===== src/rtl/blit_request_arbiter.sv =====
`default_nettype none
// ============================================================================
// Module   : blit_request_arbiter
// Brief    : Round-robin arbiter that shares the single sprite/tile copy
//            engine among NUM_REQ drawing clients. Latches the winner's
//            coordinates, select and black-fill flag, pulses blit_start,
//            waits for finished and returns a per-client done pulse.
// Options  : BLIT_TIMEOUT_EN - when defined, a BUSY watchdog aborts a blit
//            after TIMEOUT_CYCLES and sets the sticky timeout_err flag.
// Revision : 1.0 - initial release
// ============================================================================
module blit_request_arbiter #(
  parameter int NUM_REQ        = 4,
  parameter int XW             = 8,
  parameter int YW             = 7,
  parameter int SELW           = 2,
  parameter int TIMEOUT_CYCLES = 20000
) (
  input  logic                    clock,
  input  logic                    reset,
  input  logic [NUM_REQ-1:0]      req,
  input  logic [NUM_REQ*XW-1:0]   req_x,
  input  logic [NUM_REQ*YW-1:0]   req_y,
  input  logic [NUM_REQ*SELW-1:0] req_sel,
  input  logic [NUM_REQ-1:0]      req_black,
  input  logic                    finished,
  output logic [NUM_REQ-1:0]      grant,
  output logic [NUM_REQ-1:0]      done,
  output logic                    blit_start,
  output logic [XW-1:0]           blit_x,
  output logic [YW-1:0]           blit_y,
  output logic [SELW-1:0]         memory_select,
  output logic                    black,
  output logic                    copy_enable,
  output logic                    busy,
  output logic                    timeout_err
);

  localparam int c_IW = (NUM_REQ > 1) ? $clog2(NUM_REQ) : 1;
  localparam logic [NUM_REQ-1:0] c_ONE_HOT0 = {{(NUM_REQ-1){1'b0}}, 1'b1};

  typedef enum logic [1:0] {
    S_IDLE  = 2'd0,
    S_START = 2'd1,
    S_BUSY  = 2'd2,
    S_DONE  = 2'd3
  } state_t;

  state_t          r_state;
  logic [c_IW-1:0] r_rr_ptr;
  logic [c_IW-1:0] r_winner;

  logic [c_IW-1:0] w_winner;
  logic [c_IW-1:0] w_cand;
  logic            w_found;
  logic            w_end_blit;

`ifdef BLIT_TIMEOUT_EN
  localparam int c_CW = $clog2(TIMEOUT_CYCLES + 1);
  localparam logic [c_CW-1:0] c_TMAX = c_CW'(TIMEOUT_CYCLES - 1);
  logic [c_CW-1:0] r_timeout_cnt;
  logic            w_timeout_hit;
  assign w_timeout_hit = (r_timeout_cnt == c_TMAX);
  assign w_end_blit    = finished || w_timeout_hit;
`else
  // Without the watchdog the abort flag can never fire.
  logic w_unused_timeout_cfg;
  assign w_unused_timeout_cfg = (TIMEOUT_CYCLES > 0);
  assign w_end_blit  = finished;
  assign timeout_err = 1'b0;
`endif

  // Round-robin search: first requesting client after the last winner, wrapping mod NUM_REQ.
  always_comb begin
    w_winner = r_rr_ptr;
    w_found  = 1'b0;
    w_cand   = '0;
    for (int off = 1; off <= NUM_REQ; off++) begin
      w_cand = c_IW'((int'(r_rr_ptr) + off) % NUM_REQ);
      if (!w_found && req[w_cand]) begin
        w_found  = 1'b1;
        w_winner = w_cand;
      end
    end
  end

  // Control FSM with registered outputs; fields are captured only at grant time.
  always_ff @(posedge clock or posedge reset) begin
    if (reset) begin
      r_state       <= S_IDLE;
      r_rr_ptr      <= c_IW'(NUM_REQ - 1);
      r_winner      <= '0;
      grant         <= '0;
      done          <= '0;
      blit_start    <= 1'b0;
      blit_x        <= '0;
      blit_y        <= '0;
      memory_select <= '0;
      black         <= 1'b0;
      copy_enable   <= 1'b0;
      busy          <= 1'b0;
`ifdef BLIT_TIMEOUT_EN
      r_timeout_cnt <= '0;
      timeout_err   <= 1'b0;
`endif
    end else begin
      case (r_state)
        S_IDLE: begin
          if (w_found) begin
            r_winner      <= w_winner;
            grant         <= c_ONE_HOT0 << w_winner;
            blit_x        <= req_x[w_winner*XW +: XW];
            blit_y        <= req_y[w_winner*YW +: YW];
            memory_select <= req_sel[w_winner*SELW +: SELW];
            black         <= req_black[w_winner];
            blit_start    <= 1'b1;
            copy_enable   <= 1'b1;
            busy          <= 1'b1;
            r_state       <= S_START;
          end
        end
        S_START: begin
          blit_start <= 1'b0;
`ifdef BLIT_TIMEOUT_EN
          r_timeout_cnt <= '0;
`endif
          r_state    <= S_BUSY;
        end
        S_BUSY: begin
          if (w_end_blit) begin
            done        <= grant;
            grant       <= '0;
            copy_enable <= 1'b0;
            r_state     <= S_DONE;
          end
`ifdef BLIT_TIMEOUT_EN
          if (!finished && w_timeout_hit) begin
            timeout_err <= 1'b1;
          end
          r_timeout_cnt <= r_timeout_cnt + 1'b1;
`endif
        end
        S_DONE: begin
          // The finished client drops to lowest priority for the next round.
          done     <= '0;
          busy     <= 1'b0;
          r_rr_ptr <= r_winner;
          r_state  <= S_IDLE;
        end
        default: begin
          r_state <= S_IDLE;
        end
      endcase
    end
  end

endmodule
`default_nettype wire


===== config.mk =====
export PLATFORM = sky130hd
export DESIGN_NAME = blit_request_arbiter
export DESIGN_NICKNAME = d
export VERILOG_FILES = /design/src/rtl/blit_request_arbiter.sv
export SDC_FILE = /design/constraint.sdc
export NUM_CORES = 1
export LEC_CHECK = 0
export CORE_MARGIN = 3
export CORE_UTILIZATION = 35
export DETAILED_ROUTE_END_ITERATION = 7
export GPL_ROUTABILITY_DRIVEN = 0
export PLACE_DENSITY = 0.69
export SLEW_MARGIN = 20
export SYNTH_ARGS = -nofsm -noshare
export SYNTH_HDL_FRONTEND = slang
export SYNTH_SLANG_ARGS = --single-unit

===== constraint.sdc =====
create_clock -name clock -period 2.5 [get_ports clock]
set_clock_uncertainty 0.05 [all_clocks]
set_input_delay 0.375 -clock clock [delete_from_list [all_inputs] [get_ports clock]]
set_output_delay 0.375 -clock clock [all_outputs]
set_load 0.01 [all_outputs]

; ---- Word level (Yosys, flattened, before mapping)
; Cells that the tools add are included.
[totals]
word_cells = 79
latchBits = 0
ram_bits = 0
mem_count = 0
in_bits = 79
register_bits = 35
mem_bits_ro = 0
[classes]
reduce_logical = 17
n_bitwise = 0
n_addsub = 4
order_cmp = 5
mul = 1
muxes = 31
shift = 4
eq_ne = 5
div = 0
[op_table]
columns = operator, n
row1 = 32-bit by 6-bit variable part select with 8-bit output, 1
row2 = 28-bit by 6-bit variable part select with 7-bit output, 1
row3 = 4-bit one-hot mux with 2 select lines, 2
row4 = "2-bit by 3-bit less-than comparator with 1-bit output, second input constant", 5
row5 = 2-bit two-way mux, 6
row6 = 4-bit two-way mux, 3
row7 = 1-bit two-way mux, 11
row8 = 1-bit binary-select mux with 2-bit select, 5
row9 = 2-bit AND reduction, 5
row10 = 2-bit one-hot mux with 4 select lines, 1
row11 = 2-bit nonzero test, 4
row12 = 8-bit by 4-bit variable part select with 2-bit output, 1
row13 = 1-bit one-hot mux with 2 select lines, 3
row14 = "2-bit by 3-bit multiplier with 5-bit output, second input constant", 1
row15 = "2-bit by 1-bit adder with 2-bit output, second input constant", 2
row16 = "2-bit adder, second input constant", 2
row17 = "2-bit == test, second input constant", 2
row18 = "2-bit != test, second input constant", 2
row19 = "1-bit by 2-bit left shift with 4-bit output, first input constant", 1
row20 = 1-bit logical AND, 3
row21 = 1-bit zero test, 3
row22 = 3-bit AND reduction, 1
row23 = "2-bit by 1-bit == test with 1-bit output, second input constant", 1
row24 = 2-bit zero test, 1

; ---- Longest topological paths before layout
; Gate-level depths: netlist of the first run.
[logic_depth]
ltp_word = 16
depth_mapped = 8
depth_no_buf = 6

; ---- Least setup slack after synthesis of the first run
; OpenSTA, ideal clock, no wires.
[synth_timing]
path_kind = register -> register
startpoint = register r_rr_ptr[1]
endpoint = register black
setup_time_ns = 0.131
arrival_time_ns = 1.695
path_stages_with_launch = 9
setup_slack_ns = 0.624
path_buffers = 3
cell_sequence = dfstp_2 -> buf_6 -> nor2_2 -> and2_4 -> buf_6 -> nor3_4 -> buf_6 -> mux2i_1 -> o211ai_2
[synth_between]
elab_chain_cells = 15
elab_cells_between_ends = 29
classes_between = 4 x add/sub / 18 x mux / 7 x reduce/logical
[synth_rtl]
columns = element, line
row1 = from (decl), 50  ; logic [c_IW-1:0] r_rr_ptr;
row2 = from (signal assigned), 91  ; r_rr_ptr <= c_IW'(NUM_REQ - 1);
row3 = from (signal assigned), 147  ; r_rr_ptr <= r_winner;
row4 = 2-bit by 1-bit adder with 2-bit output, 79  ; w_cand = c_IW'((int'(r_rr_ptr) + off) % NUM_REQ);
row5 = 1-bit binary-select mux with 2-bit select, 80  ; if (!w_found && req[w_cand]) begin
row6 = 1-bit two-way mux (not written as such), 80
row7 = 1-bit two-way mux, 80
row8 = 1-bit zero test, 80
row9 = 1-bit logical AND, 80
row10 = 1-bit two-way mux, 80
row11 = 1-bit zero test, 80
row12 = 1-bit logical AND, 80
row13 = 1-bit two-way mux, 80
row14 = 1-bit zero test, 80
row15 = 1-bit logical AND, 80
row16 = 2-bit two-way mux, 80
row17 = 1-bit binary-select mux with 2-bit select, 115  ; black <= req_black[w_winner];
row18 = 1-bit two-way mux (not written as such), 115
row19 = to (signal assigned), 115
row20 = to (decl), 33  ; output logic black,
; Parallel ways exist; a longest one is shown, timed or not. The select of a mux whose other input is x is not followed.
; A chain may end at the register's enable or synchronous reset.

; ---- Worst setup path in the final report of the first run
[layout_timing]
startpoint = input port req[2]
endpoint = register blit_y[4]
[layout_between]
elab_chain_cells = 14
elab_cells_between_ends = 25
classes_between = 1 x mul / 1 x shift / 16 x mux / 7 x reduce/logical
[layout_rtl]
columns = element, line
row1 = from (decl), 21  ; input logic [NUM_REQ-1:0] req,
row2 = 1-bit binary-select mux with 2-bit select, 80
row3 = 1-bit two-way mux (not written as such), 80
row4 = 1-bit two-way mux, 80
row5 = 1-bit zero test, 80
row6 = 1-bit logical AND, 80
row7 = 1-bit two-way mux, 80
row8 = 1-bit zero test, 80
row9 = 1-bit logical AND, 80
row10 = 1-bit two-way mux, 80
row11 = 1-bit zero test, 80
row12 = 1-bit logical AND, 80
row13 = 2-bit two-way mux, 80
row14 = 2-bit by 3-bit multiplier with 5-bit output, 113  ; blit_y <= req_y[w_winner*YW +: YW];
row15 = 28-bit by 6-bit variable part select with 7-bit output, 113
row16 = to (signal assigned), 113
row17 = to (decl), 31  ; output logic [YW-1:0] blit_y,
; Parallel ways exist; a longest one is shown, timed or not. The select of a mux whose other input is x is not followed.

==> results of run 1 <==
power by group through the flow:
stage | Combinational (mW) | Clock, mW | Sequential [mW]
after detailed placement | 2.52 | 0 | 1.06
after CTS | 2.52 | 0.419 | 1.06
after global placement | 2.47 | 0 | 1.06
final | 2.50 | 0.413 | 1.06
after global routing | 2.73 | 0.445 | 1.10
after floorplan | 1.48 | 0 | 1.11
cell families after synthesis:
family | after synthesis | share of synthesized area (%)
adders and majority gates | 5 | 2.60
DFF | 35 | 36.5
other | 1 | 0.156
muxes | 21 | 8.83
and+or+nand+nor | 73 | 16.1
AOI/OAI and AO/OA | 79 | 29.7
buffers and inverters | 25 | 6.18
worst min path at each step:
stage	startpoint	end
floorplan	r_winner[0]$_DFFE_PP0P_	r_winner[0]$_DFFE_PP0P_
global placement	r_winner[0]$_DFFE_PP0P_	r_winner[0]$_DFFE_PP0P_
detailed placement	copy_enable$_DFFE_PP0P_	copy_enable$_DFFE_PP0P_
CTS	reset	blit_x[4]$_DFFE_PP0P_
global route	copy_enable$_DFFE_PP0P_	copy_enable$_DFFE_PP0P_
finish	reset	blit_x[4]$_DFFE_PP0P_
sequential cells by signal (all words and copies together) (netlist names), 2 cells and up:
register	count
r_winner	2
blit_x	8
r_rr_ptr	2
blit_y	7
grant	4
r_state	2
memory_select	2
done	4
routing by layer:
| layer | global-route usage, % | vias up |
|---|---|---|
| li1 | - | 1133 |
| met1 | 26.9 | 1136 |
| met2 | 30.4 | 73 |
| met3 | 3.32 | 7 |
| met4 | 5.68 | 0 |
| met5 | 0 | - |
tightest hold or removal path, delay by kind of cell:
family,cells,cell delay [ns]
buffers and inverters,3,0.84
layout make-up:
class	count	area, um^2
multi-input cells	179	1380
clock inverters	3	15.0
repair buffers	124	1240
inverters	4	15.0
well taps	77	96.3
clock buffers	5	68.8
fillers	567	2800
flip-flops and latches	35	878
placed cells by master (no fill, tap or decap), types with 3 or more instances in the layout:
cell / count
nor2_1: 6
buf_12: 3
a31oi_1: 3
inv_1: 3
nand2_1: 31
clkdlybuf4s50_1: 107
nor2b_1: 5
dfrtp_1: 33
o211ai_2: 16
clkbuf_8: 5
a21o_1: 3
a211o_1: 18
clkinv_2: 3
mux2i_1: 19
nand4_1: 18
o31ai_1: 18
buf_4: 14
o21ai_0: 7
ha_1: 5
==> out/metrics.sh, run 1 <==
POWER-PER-CELL-AREA_nW_PER_UM2=1080
GRT.OVERFLOW.TOTAL=0
YS_WARN_COUNT=0
MAX-CLOCK-PATH-BUFFERS=2
SYNTH_TOP_CELL_BY_AREA='dfrtp_1'
WORST_HOLD_CLASS='in2async'
CRITPATHKIND='in2reg'
STATUS='finished clean'
CRITICAL_PATH_TOP_DELAY_CELL='clkdlybuf4s50_1'
CRITPATHCAPTURE='blit_y[4]$_DFFE_PP0P_'
YS_DOMINANT_REG_CELL='dfrtp_1'
GRT_PASS1_VIAS=2354
SHARE_COMB_OF_TOTAL_POWER_PCT=63.0
DIE_HEIGHT_UM=89.0
TOTAL_VIA_COUNT_AFTER_DETAILED_ROUTING=2349
GATE_COUNT_POST_SYNTH=239
YOSYS-TOP-CELLS-COUNT='dfrtp_1 (33), nand2_1 (31), mux2i_1 (19)'
FIRSTDRTPASSITERS=4
ASYNC_FLOP_SHARE_PCT=100
FLOW.AREA_GROWTH_FROM_SYNTHESIS_PCT=53.2
FIN_CELLS=427
FAMILY_WITH_THE_MOST_DELAY_ON_THE_WORST_PATH='buffers and inverters'
CRIT_PATH_FROM='req[2]'
PLACE_AREA_UM2=3610
SYNTH_TOP_CELLS_BY_AREA='dfrtp_1 (34%), o211ai_2 (8.3%), mux2i_1 (7.9%), a211o_1 (6.5%), o31ai_1 (5.6%)'
DPL_WORST_SLACK_NS=0.234
CTSRESIZECOUNT=0
NUM-NETS-FINAL=433
ROUTE.DETAILED.VIAS_PER_INST=5.50
SYNTH.DISTINCT_CELLS=45
RSZ0062_AT_GRT='no'
SLEW_VIOL_FINAL=0
R2R_CELLS=6
SYN_AREA_UM2=2410
SYNTH.AVG_CELL_AREA_UM2=10.1
PLACE_INST=419
ACHIEVABLE-FREQUENCY_GHz=0.512
ANTENNA_CELLS=0
POST-ROUTE-PERIOD-UTIL_PCT=78.1
CLOCK_SINK_COUNT=35
CLK_PIN_SLEW_WORST_PATHS_NS=0.08
DRT-INITIAL-DRC-COUNT=100
SYNTH_SEQ_CELLS=35
NUM_IO_PINS=109
POWER.LEAKAGE_nW=1.57
PLACEABLECOREAREA_UM2=6490
POSTCTSHOLDBUFS=0
SYNTH_SEQUENTIAL_AREA_RATIO_PCT=36.5
CP_DATA_REQUIRED_TIME_NS=2.66
GRT_START_MAX_NET_PINS=40
SEQPWRFRAC_PCT=26.6
CP.DEPTH=7
INTERNAL_POWER_mW=2.31
SETUP.WORST_PATH.END_CLASS='flip-flop'
LAYOUT_CELLS_SIZED_ABOVE_1_PCT=16.0
CRITICAL_PATH_PEAK_FANOUT=14
POWER_mW=3.97
HOLD_SLACK_NS=0.435
INSERTION_DELAY_NS=0.29
FINISH.UTILIZATION_PCT=56.8
POWER_SWITCHING_SHARE_PCT=41.8
DETAIL_ROUTE.WIRELENGTH.MET1_UM=3130
FINAL_ANTENNA_NET_COUNT=0
CRIT_CHAIN='clkdlybuf4s50_1, nand2b_2, a21oi_4, buf_4, o31ai_1, a211o_1, o211ai_2'
CP_NUM_BUF_INV=2
GRT_PASS1_WL_UM=11800
DIEAREA_UM2=7910
HTREE_LEVELS=2
PLACE.DETAILED.HPWL_UM=5490
NUMPORTBUFFERS=107
P_SWITCHING_mW=1.66
WORSTSETUPSTARTPOINTTYPE='input port'
CTS_INSERTED_BUFFERS=5
FINAL_HOLD_VIOL_COUNT=0
DRT_WL_TOTAL_UM=7340
SYNTH_EDF_COUNT=0
CHIP_WIDTH_UM=89.0
SYNTH_LARGEST_TYPE_AREA_FRACTION_PCT=34.3
MET3_WL_POST_DR_UM=388
CLOCK_POWER_SHARE_PCT=10.4
FIN_SETUP_TNS_NS=0
WL_MET2_UM=3730
WORST_EP_ARRIVAL_TIME_NS=2.12
GROUTE.USAGE.OVERALL_PCT=19.2
MAX_INCR_DELAY_ON_CP_NS=0.50
TRITONCTS_CLOCK_TREE='built'
INITIAL_CORE_UTIL_PCT=37.1
DRT-WIRELENGTH-PER-CELL_UM=17.2
FINALSETUPVIOLCOUNT=0
CLK_ROOT_BUFFER_CELL='clkbuf_8'
HIGHEST-SIGNAL-LAYER='met4'
CRIT-REG2REG-CAPTURE='blit_y[4]$_DFFE_PP0P_'
MAXIMUM_IR_DROP_ON_THE_VDD_RAIL_mV=0.420
YOSYS.CELL_COUNT.TOP_TYPE='dfrtp_1'
R2R_START='r_rr_ptr[1]$_DFFE_PP1P_'
TIMING.MAX_CAP.VIOLATIONS=0
ANTENNA_FOUND_INITIAL=0
CTS_POST_SETUP_BUFFERS_INSERTED=0
PLACEMENTROWS=29
FIN_CRIT_NS=1.95
MAPPEDNETLISTNETS=323
POST-ROUTE-DRC-COUNT=0
FINAL_AREA_UM2=3690
FINAL_CRITICAL_PATH_SETUP_SLACK_NS=0.548
SETUP.REG_TO_REG.WORST_SLACK_NS=0.57
Note: power is estimated with default switching activity, not from simulation.
==> run 2, diff against run 1 <==
- clock period: 2.5 -> 2 ns (I/O delays scaled with it)
==> out/metrics.sh, run 2 (synthesized netlist as in run 1, its figures left out) <==
POST-ROUTE-DRC-COUNT=0  # unchanged
INTERNAL_POWER_mW=3.29  # +43%
POST-ROUTE-PERIOD-UTIL_PCT=94.5
TIMING.MAX_CAP.VIOLATIONS=0  # unchanged
CHIP_WIDTH_UM=89.0  # unchanged
CLOCK_POWER_SHARE_PCT=12.7  # +2.3 points
CLK_ROOT_BUFFER_CELL='clkbuf_8'
ACHIEVABLE-FREQUENCY_GHz=0.529
POSTCTSHOLDBUFS=0  # unchanged
CP_DATA_REQUIRED_TIME_NS=2.13  # -0.53 ns
GROUTE.USAGE.OVERALL_PCT=19.9  # +0.69 points
CTS_INSERTED_BUFFERS=5  # unchanged
FINAL_HOLD_VIOL_COUNT=0  # unchanged
PLACEABLECOREAREA_UM2=6490  # unchanged
MAX-CLOCK-PATH-BUFFERS=2  # unchanged
MAXIMUM_IR_DROP_ON_THE_VDD_RAIL_mV=0.541  # +29%
TOTAL_VIA_COUNT_AFTER_DETAILED_ROUTING=2426  # +3.3%
PLACEMENTROWS=29  # unchanged
NUMPORTBUFFERS=107  # unchanged
FIRSTDRTPASSITERS=4  # unchanged
FLOW.AREA_GROWTH_FROM_SYNTHESIS_PCT=63.2
HOLD_SLACK_NS=0.366  # -0.0689 ns
FINAL_ANTENNA_NET_COUNT=0  # unchanged
CRITPATHKIND='in2reg'
RSZ0062_AT_GRT='no'
ANTENNA_CELLS=0  # unchanged
GRT_PASS1_VIAS=2444  # +3.8%
TRITONCTS_CLOCK_TREE='built'
LAYOUT_CELLS_SIZED_ABOVE_1_PCT=21.0  # +5.0 points
CLK_PIN_SLEW_WORST_PATHS_NS=0.08  # about the same
POWER_SWITCHING_SHARE_PCT=39.7  # -2.1 points
NUM-NETS-FINAL=455  # +5.1%
GRT.OVERFLOW.TOTAL=0  # unchanged
NUM-FILL-CELLS=564  # -0.53%
POWER.LEAKAGE_nW=1.70  # +8.7%
SLEW_VIOL_FINAL=0  # unchanged
ROUTE.DETAILED.VIAS_PER_INST=5.40  # -1.8%
WORST_HOLD_CLASS='in2async'
POWER_mW=5.46  # +37%
CRITICAL_PATH_TOP_DELAY_CELL='clkdlybuf4s50_1'
P_SWITCHING_mW=2.17  # +30%
WORSTSETUPSTARTPOINTTYPE='input port'
SEQPWRFRAC_PCT=24.0  # -2.6 points
CRITICAL_PATH_PEAK_FANOUT=5  # -9
ANTENNA_FOUND_INITIAL=0  # unchanged
DIEAREA_UM2=7910  # unchanged
WORST_EP_ARRIVAL_TIME_NS=2.02  # -0.10 ns
GRT_START_MAX_NET_PINS=36  # -10%
MAX_INCR_DELAY_ON_CP_NS=0.61  # +0.11 ns
FIN_CRIT_NS=1.89
INITIAL_CORE_UTIL_PCT=37.1  # unchanged
DRT-WIRELENGTH-PER-CELL_UM=17.4  # +1.5%
SETUP.WORST_PATH.END_CLASS='flip-flop'
CLOCK_SINK_COUNT=35  # unchanged
LARGEST_REGISTER_FFS=8  # unchanged
STATUS='finished clean'
LARGEST_REGISTERS='blit_x x8, blit_y x7'
DRT_WL_TOTAL_UM=7830  # +6.7%
NUM_IO_PINS=109  # unchanged
CRIT_CHAIN='clkdlybuf4s50_1, nor2_2, and2_4, nor3_4, buf_4, mux2i_1, o211ai_2'
LARGEST_REGISTER='blit_x'
DRT-INITIAL-DRC-COUNT=96  # -4.0%
DIE_HEIGHT_UM=89.0  # unchanged
LAYOUT_COMMON_CELLS='clkdlybuf4s50_1 (107), dfrtp_1 (33), buf_4 (33), nand2_1 (31), mux2i_1 (19)'
POWER-PER-CELL-AREA_nW_PER_UM2=1390  # +29%
HTREE_LEVELS=2  # unchanged
MOST_COMMON_CELL_AFTER_LAYOUT_FILL_AND_TAPS_ASIDE='clkdlybuf4s50_1'
INSERTION_DELAY_NS=0.29  # about the same
FINALSETUPVIOLCOUNT=0  # unchanged
PLACE.DETAILED.HPWL_UM=5980  # +8.9%
SHARE_COMB_OF_TOTAL_POWER_PCT=63.3  # +0.3 points
GRT_PASS1_WL_UM=12400  # +4.9%
## run 2: cell types whose count changed in the layout (fill, tap and decap cells not counted)
| cell | before | now |
|---|---|---|
| buf_12 | 3 | 6 |
| buf_4 | 14 | 33 |
| bufinv_16 | 0 | 1 |
| clkbuf_8 | 5 | 6 |
| clkinv_2 | 3 | 0 |
| inv_6 | 0 | 1 |
## run 2: cell type report
| type | count | area, um^2 | share of cell area [%] |
|---|---|---|---|
| clock buffer | 6 | 82.6 | 2.10 |
| clock inverter | 2 | 38.8 | 0.987 |
| sequential | 35 | 878 | 22.3 |
| multi-input combinational | 179 | 1380 | 35.1 |
| inverter | 4 | 15.0 | 0.382 |
| timing repair buffer | 146 | 1440 | 36.6 |
| tap | 77 | 96.3 | 2.45 |
## run 2: power groups by stage
stage / Combinational (mW) / Sequential (mW) / Clock [mW]
after floorplan: 1.85 / 1.39 / 0
final: 3.45 / 1.31 / 0.693
after CTS: 3.45 / 1.33 / 0.712
after global routing: 3.74 / 1.36 / 0.738
after detailed placement: 3.44 / 1.33 / 0
after global placement: 3.34 / 1.33 / 0
## run 2: worst paths after layout
path                                          from                      end  slack [ns]  cells after the start
max in group asynchronous                    reset  r_rr_ptr[0]$_DFFE_PP1P_        1.18                      3
min in group clock           blit_y[6]$_DFFE_PP0P_    blit_y[6]$_DFFE_PP0P_        0.44                      2
min reg2reg                  blit_y[6]$_DFFE_PP0P_    blit_y[6]$_DFFE_PP0P_        0.44                      2
max reg2reg                r_rr_ptr[1]$_DFFE_PP1P_    blit_y[1]$_DFFE_PP0P_        0.14                      6
min                                          reset     grant[3]$_DFFE_PP0P_        0.37                      3
max                                         req[2]    blit_y[1]$_DFFE_PP0P_        0.11                      7
## run 2: repair_timing
item,CTS,global route
buffers inserted,0,2
setup endpoints to repair,0,2
gates resized for setup,0,0
## run 2: metrics by stage
stage / worst slack, ns / instances / cell area, um^2 / setup TNS (ns) / utilization, %
2_1_floorplan: 0.124 / 239 / 2410 / 0 / -
3_3_place_gp: -0.145 / 439 / 3790 / -1.94 / 58.4
3_5_place_dp: -0.181 / 439 / 3790 / -2.62 / 58.4
4_1_cts: 0.0685 / 447 / 3920 / 0 / 60.3
5_1_grt: 0.0387 / 449 / 3930 / 0 / 60.5
6_report: 0.109 / 449 / 3930 / 0 / 60.5
## run 2: layer usage
| layer | up-vias | track usage (%) | wire, um |
|---|---|---|---|
| met4 | 0 | 4.87 | 73 |
| li1 | 1172 | - | - |
| met1 | 1178 | 27.1 | 3310 |
| met3 | 6 | 3.50 | 394 |
| met2 | 70 | 32.9 | 4050 |
| met5 | - | 0 | 0 |
## run 2: critical path: cells and delay by family
kind / cells / cell delay, ns
buffers and inverters: 2 / 0.82
and+or+nand+nor: 3 / 0.55
muxes: 1 / 0.26
AOI/OAI and AO/OA: 1 / 0.09
==> run 3, diff against run 2 <==
--- a/config.mk
+++ b/config.mk
@@ -7,3 +7,3 @@
 export LEC_CHECK = 0
-export CORE_MARGIN = 3
+export CORE_MARGIN = 1
 export CORE_UTILIZATION = 35
--- a/constraint.sdc
+++ b/constraint.sdc
@@ -4,2 +4,2 @@
 set_output_delay 0.3 -clock clock [all_outputs]
-set_load 0.01 [all_outputs]
+set_load 0.1 [all_outputs]
==> out/metrics.sh, run 3 (synthesized netlist as in run 1, its figures left out) <==
STATUS='finished with violations'
VIOLATIONS_IN_THE_FINAL_REPORTS='DRC'
POWER_mW=6.91  # +27%
FLOW.AREA_GROWTH_FROM_SYNTHESIS_PCT=56.5
POST-ROUTE-PERIOD-UTIL_PCT=94.1  # -0.42 points
CLOCK_SINK_COUNT=35  # unchanged
RSZ0062_AT_GRT='no'
SLEW_VIOL_FINAL=0  # unchanged
LARGEST_REGISTER_FFS=8  # unchanged
CHIP_WIDTH_UM=85.0  # -4.5%
FIN_SETUP_TNS_NS=0  # unchanged
FINALSETUPVIOLCOUNT=0  # unchanged
MAX-CLOCK-PATH-BUFFERS=2  # unchanged
LARGEST_REGISTERS='blit_x x8, blit_y x7'
DRT-INITIAL-DRC-COUNT=109  # +14%
POST-ROUTE-DRC-COUNT=3  # +3
FINAL_HOLD_VIOL_COUNT=0  # unchanged
HTREE_LEVELS=2  # unchanged
GRT.OVERFLOW.TOTAL=0  # unchanged
FIRSTDRTPASSITERS=6  # +2
NUMPORTBUFFERS=107  # unchanged
CP_DATA_REQUIRED_TIME_NS=2.11  # -0.02 ns
DPL_WORST_SLACK_NS=-0.0936  # +0.0874 ns
WORSTSETUPSTARTPOINTTYPE='flip-flop'
CLK_PIN_SLEW_WORST_PATHS_NS=0.07  # about the same
ANTENNA_FOUND_INITIAL=0  # unchanged
CTS_INSERTED_BUFFERS=5  # unchanged
TRITONCTS_CLOCK_TREE='built'
LAYOUT_COMMON_CELLS='clkdlybuf4s50_1 (78), buf_4 (54), dfrtp_1 (33), nand2_1 (31), mux2i_1 (19)'
TOTAL_VIA_COUNT_AFTER_DETAILED_ROUTING=2397  # -1.2%
LAYOUT.AREA.SEQ_UM2=878  # unchanged
MAXIMUM_IR_DROP_ON_THE_VDD_RAIL_mV=0.906  # +67%
GROUTE.USAGE.OVERALL_PCT=20.0  # +0.098 points
FINAL_ANTENNA_NET_COUNT=0  # unchanged
NUM_IO_PINS=109  # unchanged
PLACEABLECOREAREA_UM2=6490  # unchanged
TIMING.MAX_CAP.VIOLATIONS=0  # unchanged
LARGEST_REGISTER='blit_x'
POWER-PER-CELL-AREA_nW_PER_UM2=1830  # +32%
DIEAREA_UM2=7220  # -8.8%
COMBINED_AREA_OF_THE_MULTI_INPUT_LOGIC_CELLS_UM2=1380  # unchanged
POWER.LEAKAGE_nW=1.69  # -0.75%
PLACEMENTROWS=29  # unchanged
WORST_HOLD_CLASS='in2async'
PLACE.DETAILED.HPWL_UM=5400  # -9.7%
CRITPATHKIND='reg2reg'
FINAL_CRITICAL_PATH_SETUP_SLACK_NS=0.118  # +0.00835 ns
NUM-NETS-FINAL=447  # -1.8%
NUM-FILL-CELLS=545  # -3.4%
INSERTION_DELAY_NS=0.29  # about the same
POSTCTSHOLDBUFS=0  # unchanged
DIE_HEIGHT_UM=85.0  # -4.5%
CRITICAL_PATH_PEAK_FANOUT=14  # +9
FINISH.UTILIZATION_PCT=58.0  # -2.5 points
GRT_PASS1_VIAS=2350  # -3.8%
ROUTE.DETAILED.VIAS_PER_INST=5.44  # +0.60%
DRT-WIRELENGTH-PER-CELL_UM=16.1  # -7.7%
MOST_COMMON_CELL_AFTER_LAYOUT_FILL_AND_TAPS_ASIDE='clkdlybuf4s50_1'
ACHIEVABLE-FREQUENCY_GHz=0.531  # +0.44%
GRT_PASS1_WL_UM=11400  # -8.1%
LAYOUT_CELLS_SIZED_ABOVE_1_PCT=26.9  # +6.0 points
CTS_POST_SETUP_BUFFERS_INSERTED=0  # unchanged
ANTENNA_CELLS=0  # unchanged
WORST_EP_ARRIVAL_TIME_NS=2.00  # -0.02 ns
CTSRESIZECOUNT=0  # unchanged
CLK_ROOT_BUFFER_CELL='clkbuf_8'
FIN_CRIT_NS=1.88  # -0.00835 ns
DRT_WL_TOTAL_UM=7100  # -9.3%
GRT_START_MAX_NET_PINS=36  # unchanged
SETUP.REG_TO_REG.WORST_SLACK_NS=0.12  # -0.02 ns
INITIAL_CORE_UTIL_PCT=37.1  # unchanged
SETUP.WORST_PATH.END_CLASS='flip-flop'
run 3: cell count changes in the layout (fill, tap and decap cells not counted):
cell | previous run | this run
clkdlybuf4s50_1 | 107 | 78
inv_6 | 1 | 0
buf_4 | 33 | 54
bufinv_16 | 1 | 0
clkbuf_1 | 0 | 1
clkinv_2 | 0 | 1
run 3: final timing paths:
check | start | end | cells past startpoint
setup reg to reg | r_rr_ptr[1]$_DFFE_PP1P_ | memory_select[0]$_DFFE_PP0P_ | 6
setup / recovery | r_rr_ptr[1]$_DFFE_PP1P_ | memory_select[0]$_DFFE_PP0P_ | 6
hold reg to reg | r_winner[0]$_DFFE_PP0P_ | r_winner[0]$_DFFE_PP0P_ | 2
min in group clock | r_winner[0]$_DFFE_PP0P_ | r_winner[0]$_DFFE_PP0P_ | 2
hold / removal | reset | blit_x[4]$_DFFE_PP0P_ | 3
max in group asynchronous | reset | r_rr_ptr[1]$_DFFE_PP1P_ | 3
run 3: worst max-delay path, cell delays in order, from the launching register on:
cell and delay (ns):
dfstp_2 0.65, nand2b_4 0.19, a21oi_4 0.08, nor3_4 0.22
buf_12 0.19, mux2i_1 0.25, o211ai_1 0.12
run 3: cell type report:
| cell class | count | share of cell area (%) |
|---|---|---|
| clock inverters | 1 | 0.133 |
| clock buffers | 7 | 2.29 |
| well taps | 77 | 2.56 |
| flip-flops and latches | 35 | 23.3 |
| multi-input cells | 179 | 36.7 |
| repair buffers | 138 | 34.7 |
| inverters | 4 | 0.398 |
run 3: power by group:
| part | switching, mW | internal, mW | leakage, nW |
|---|---|---|---|
| combinational | 3.41 | 1.64 | 1.20 |
| sequential | 0.254 | 1.07 | 0.436 |
| clock | 0.262 | 0.278 | 0.0482 |
run 3: routing by layer:
metal,up-vias,global-route usage (%),share of wire (%)
met1,1161,25.7,44
met2,73,33.7,50
li1,1159,-,-
met4,0,4.16,0.75
met5,-,0,0
met3,4,5.45,5.4
run 3: metrics by stage:
step                hold WS [ns]  instances  area (um^2)
floorplan                  0.400        239         2410
global placement           0.415        433         3680
detailed placement         0.421        433         3680
CTS                        0.385        441         3770
global route               0.408        441         3770
finish                     0.362        441         3770
==> edit (config.mk and constraints of run 2) <==
Add a define of `BLIT_TIMEOUT_EN`.
--- a/src/rtl/blit_request_arbiter.sv
+++ b/src/rtl/blit_request_arbiter.sv
@@ -9,6 +9,8 @@
 //            after TIMEOUT_CYCLES and sets the sticky timeout_err flag.
 // Revision : 1.0 - initial release
 // ============================================================================
+`define BLIT_TIMEOUT_EN
+
 module blit_request_arbiter #(
   parameter int NUM_REQ        = 4,
   parameter int XW             = 8,
Function: no difference found for any inputs over 4 cycles, from zero or initial values and one cycle with reset high; that may be too few to reach the edited logic, so the function may still have changed.
==> edit against run 2 <==
- routed wire length down 3.3%
- total power down 1.5%
- setup slack worse by 0.028 ns
- highest routed layer unchanged
- via count up 2.2%
- critical path type is now reg2reg
- sequential cell count up 16
- area after synthesis up 20%
- first-iteration DRC count down 36%
- critical endpoint is now blit_x[6]
- critical path depth unchanged
- sequential share of layout area up 7.1 points
- cell area up 10%
==> edit: results (changes against run 2) <==
TOP_CELL_TYPES_BY_OCCURRENCE_AFTER_SYNTHESIS='49 x sky130_fd_sc_hd__dfrtp_1, 38 x sky130_fd_sc_hd__mux2i_1, 36 x sky130_fd_sc_hd__nand2_1'
HIGHEST-SIGNAL-LAYER='met4'
R2R.WORST_PATH.CELLS=7  # +1
MIN-DELAY-PATH-CLASS='in2async'
DR_WL_MET2_UM=3930  # -2.9%
BIGGESTREGSBYFLOPS='r_timeout_cnt: 15 flops, blit_x: 8 flops, blit_y: 7 flops'
POSTSYNTHNETCOUNT=354  # +9.6%
ROUTED_WIRELENGTH_UM=7570  # -3.3%
CLK_PIN_SLEW_NS=0.10  # +0.02 ns
GRT_MAX_DEGREE=23  # -36%
CRIT_ARRIVAL_NS=2.05  # +0.03 ns
GRT_ANTENNA_BEFORE_REPAIR=0  # unchanged
NUM_ANTENNA_CELLS=0  # unchanged
GLOBAL_ROUTE.USAGE.TOTAL=0.167  # -0.0323
ROOT_BUFFER='sky130_fd_sc_hd__clkbuf_8'
LAYOUT.FILLER_CELLS=710  # +26%
CTS_BUFFERS=5  # unchanged
SYNTHDISTINCTLIBCELLS=46  # +2.2%
PIN_SLEW_WITH_THE_LEAST_HEADROOM_TO_ITS_LIMIT_NS=0.454
CRIT_FANOUT=18  # +13
MET3_WIRELENGTH_UM=430  # +9.1%
GRT_PASS1_VIAS=2662  # +8.9%
MAX_CAP_VIOL_COUNT=0  # unchanged
NUMBER_OF_DRC_VIOLATIONS_AFTER_DETAILED_ROUTING_ITERATION_0=61  # -36%
YS_WARN_COUNT=0  # unchanged
VIAS=2479  # +2.2%
POST_SYNTH_MAIN_AREA_CONTRIBUTORS='sky130_fd_sc_hd__dfrtp_1 43%, sky130_fd_sc_hd__mux2i_1 13%, sky130_fd_sc_hd__o221ai_2 9.4%'
POWER.LEAKAGE_uW=0.00186  # +9.0%
CLK_LATENCY_NS=0.31  # +0.02 ns
YS.FLOP_TYPE='sky130_fd_sc_hd__dfrtp_1'
DETAILED_PLACE_HPWL_UM=5810  # -2.8%
SYNTH-ASYNC-RESET-RATIO=1.00  # unchanged
CTS-ROOT-TO-SINK-BUFFERS=2  # unchanged
GRT_FIRST_PASS_WIRELENGTH_UM=12900  # +4.4%
STATUS='completed'
HTREE_NUM_LEVELS=2  # unchanged
CRIT_SLOWEST_CELL='sky130_fd_sc_hd__dfstp_2'
IRDROPWORSTVDD_mV=0.450  # -17%
LAYOUT-DRIVE-GT1-SHARE=0.170  # -0.0401
DRT-MET1-WL_UM=3110  # -6.1%
NETS=478  # +5.1%
SEQ_AREA_FRAC_SYNTH=0.444  # +0.0795
PLACEMENT.IO_BUFFERS=108  # +0.93%
MAXIMUM_CELL_STAGE_DELAY_ALONG_THE_CRITICAL_PATH_NS=0.56  # -0.05 ns
CP_TOP_FAMILY='flip-flops'
DR.PASS1.ITERS=4  # unchanged
-- edit: timing repair --
action,in CTS,in global routing
buffers inserted,0,2
hold endpoints to repair,0,0
resized for setup,0,6
setup endpoints to repair,0,17
-- edit: path summary, 6_finish.rpt --
kind	from	end	slack, ns
setup / recovery	r_rr_ptr[0]	blit_x[6]	0.08
hold / removal	reset	r_timeout_cnt[6]	0.20
setup reg to reg	r_rr_ptr[0]	blit_x[6]	0.08
hold reg to reg	done[3]	done[3]	0.43
max in group asynchronous	reset	blit_x[6]	1.14
min in group clock	done[3]	done[3]	0.43
-- edit: layout make-up --
| class | count | area share |
|---|---|---|
| multi-input combinational | 192 | 0.341 |
| timing repair buffer | 131 | 0.304 |
| sequential | 51 | 0.294 |
| tap | 102 | 0.0294 |
| clock buffer | 6 | 0.0167 |
| inverter | 13 | 0.0112 |
| clock inverter | 2 | 0.00288 |
-- edit: cells by family after synthesis --
logic type	Yosys count	synth area share
mux	40	0.140
fa+ha+maj	5	0.0217
compound gates	51	0.172
buf+inv	27	0.0482
xor+xnor	9	0.0274
simple gates	87	0.146
flops	51	0.444
-- edit: metal layers --
layer | up-vias | track usage
li1 | 1223 | -
met1 | 1173 | 0.205
met3 | 8 | 0.0404
met5 | - | 0
met2 | 75 | 0.294
met4 | 0 | 0.0400
-- edit: metrics by stage --
step                area (um^2)  setup TNS [ns]  utilization  instances  setup slack, ns
detailed placement         4200           -3.80        0.535        486           -0.217
global placement           4200           -2.61        0.535        486           -0.136
finish                     4340               0        0.553        497           0.0811
global route               4340         -0.0193        0.553        497         -0.00587
floorplan                  2880               0            -        270            0.132
CTS                        4280               0        0.546        494           0.0541
-- edit: where the power goes --
part,switching [uW],internal [uW]
logic,1510,1660
registers,229,1390
clock network,346,245
total,2080,3290
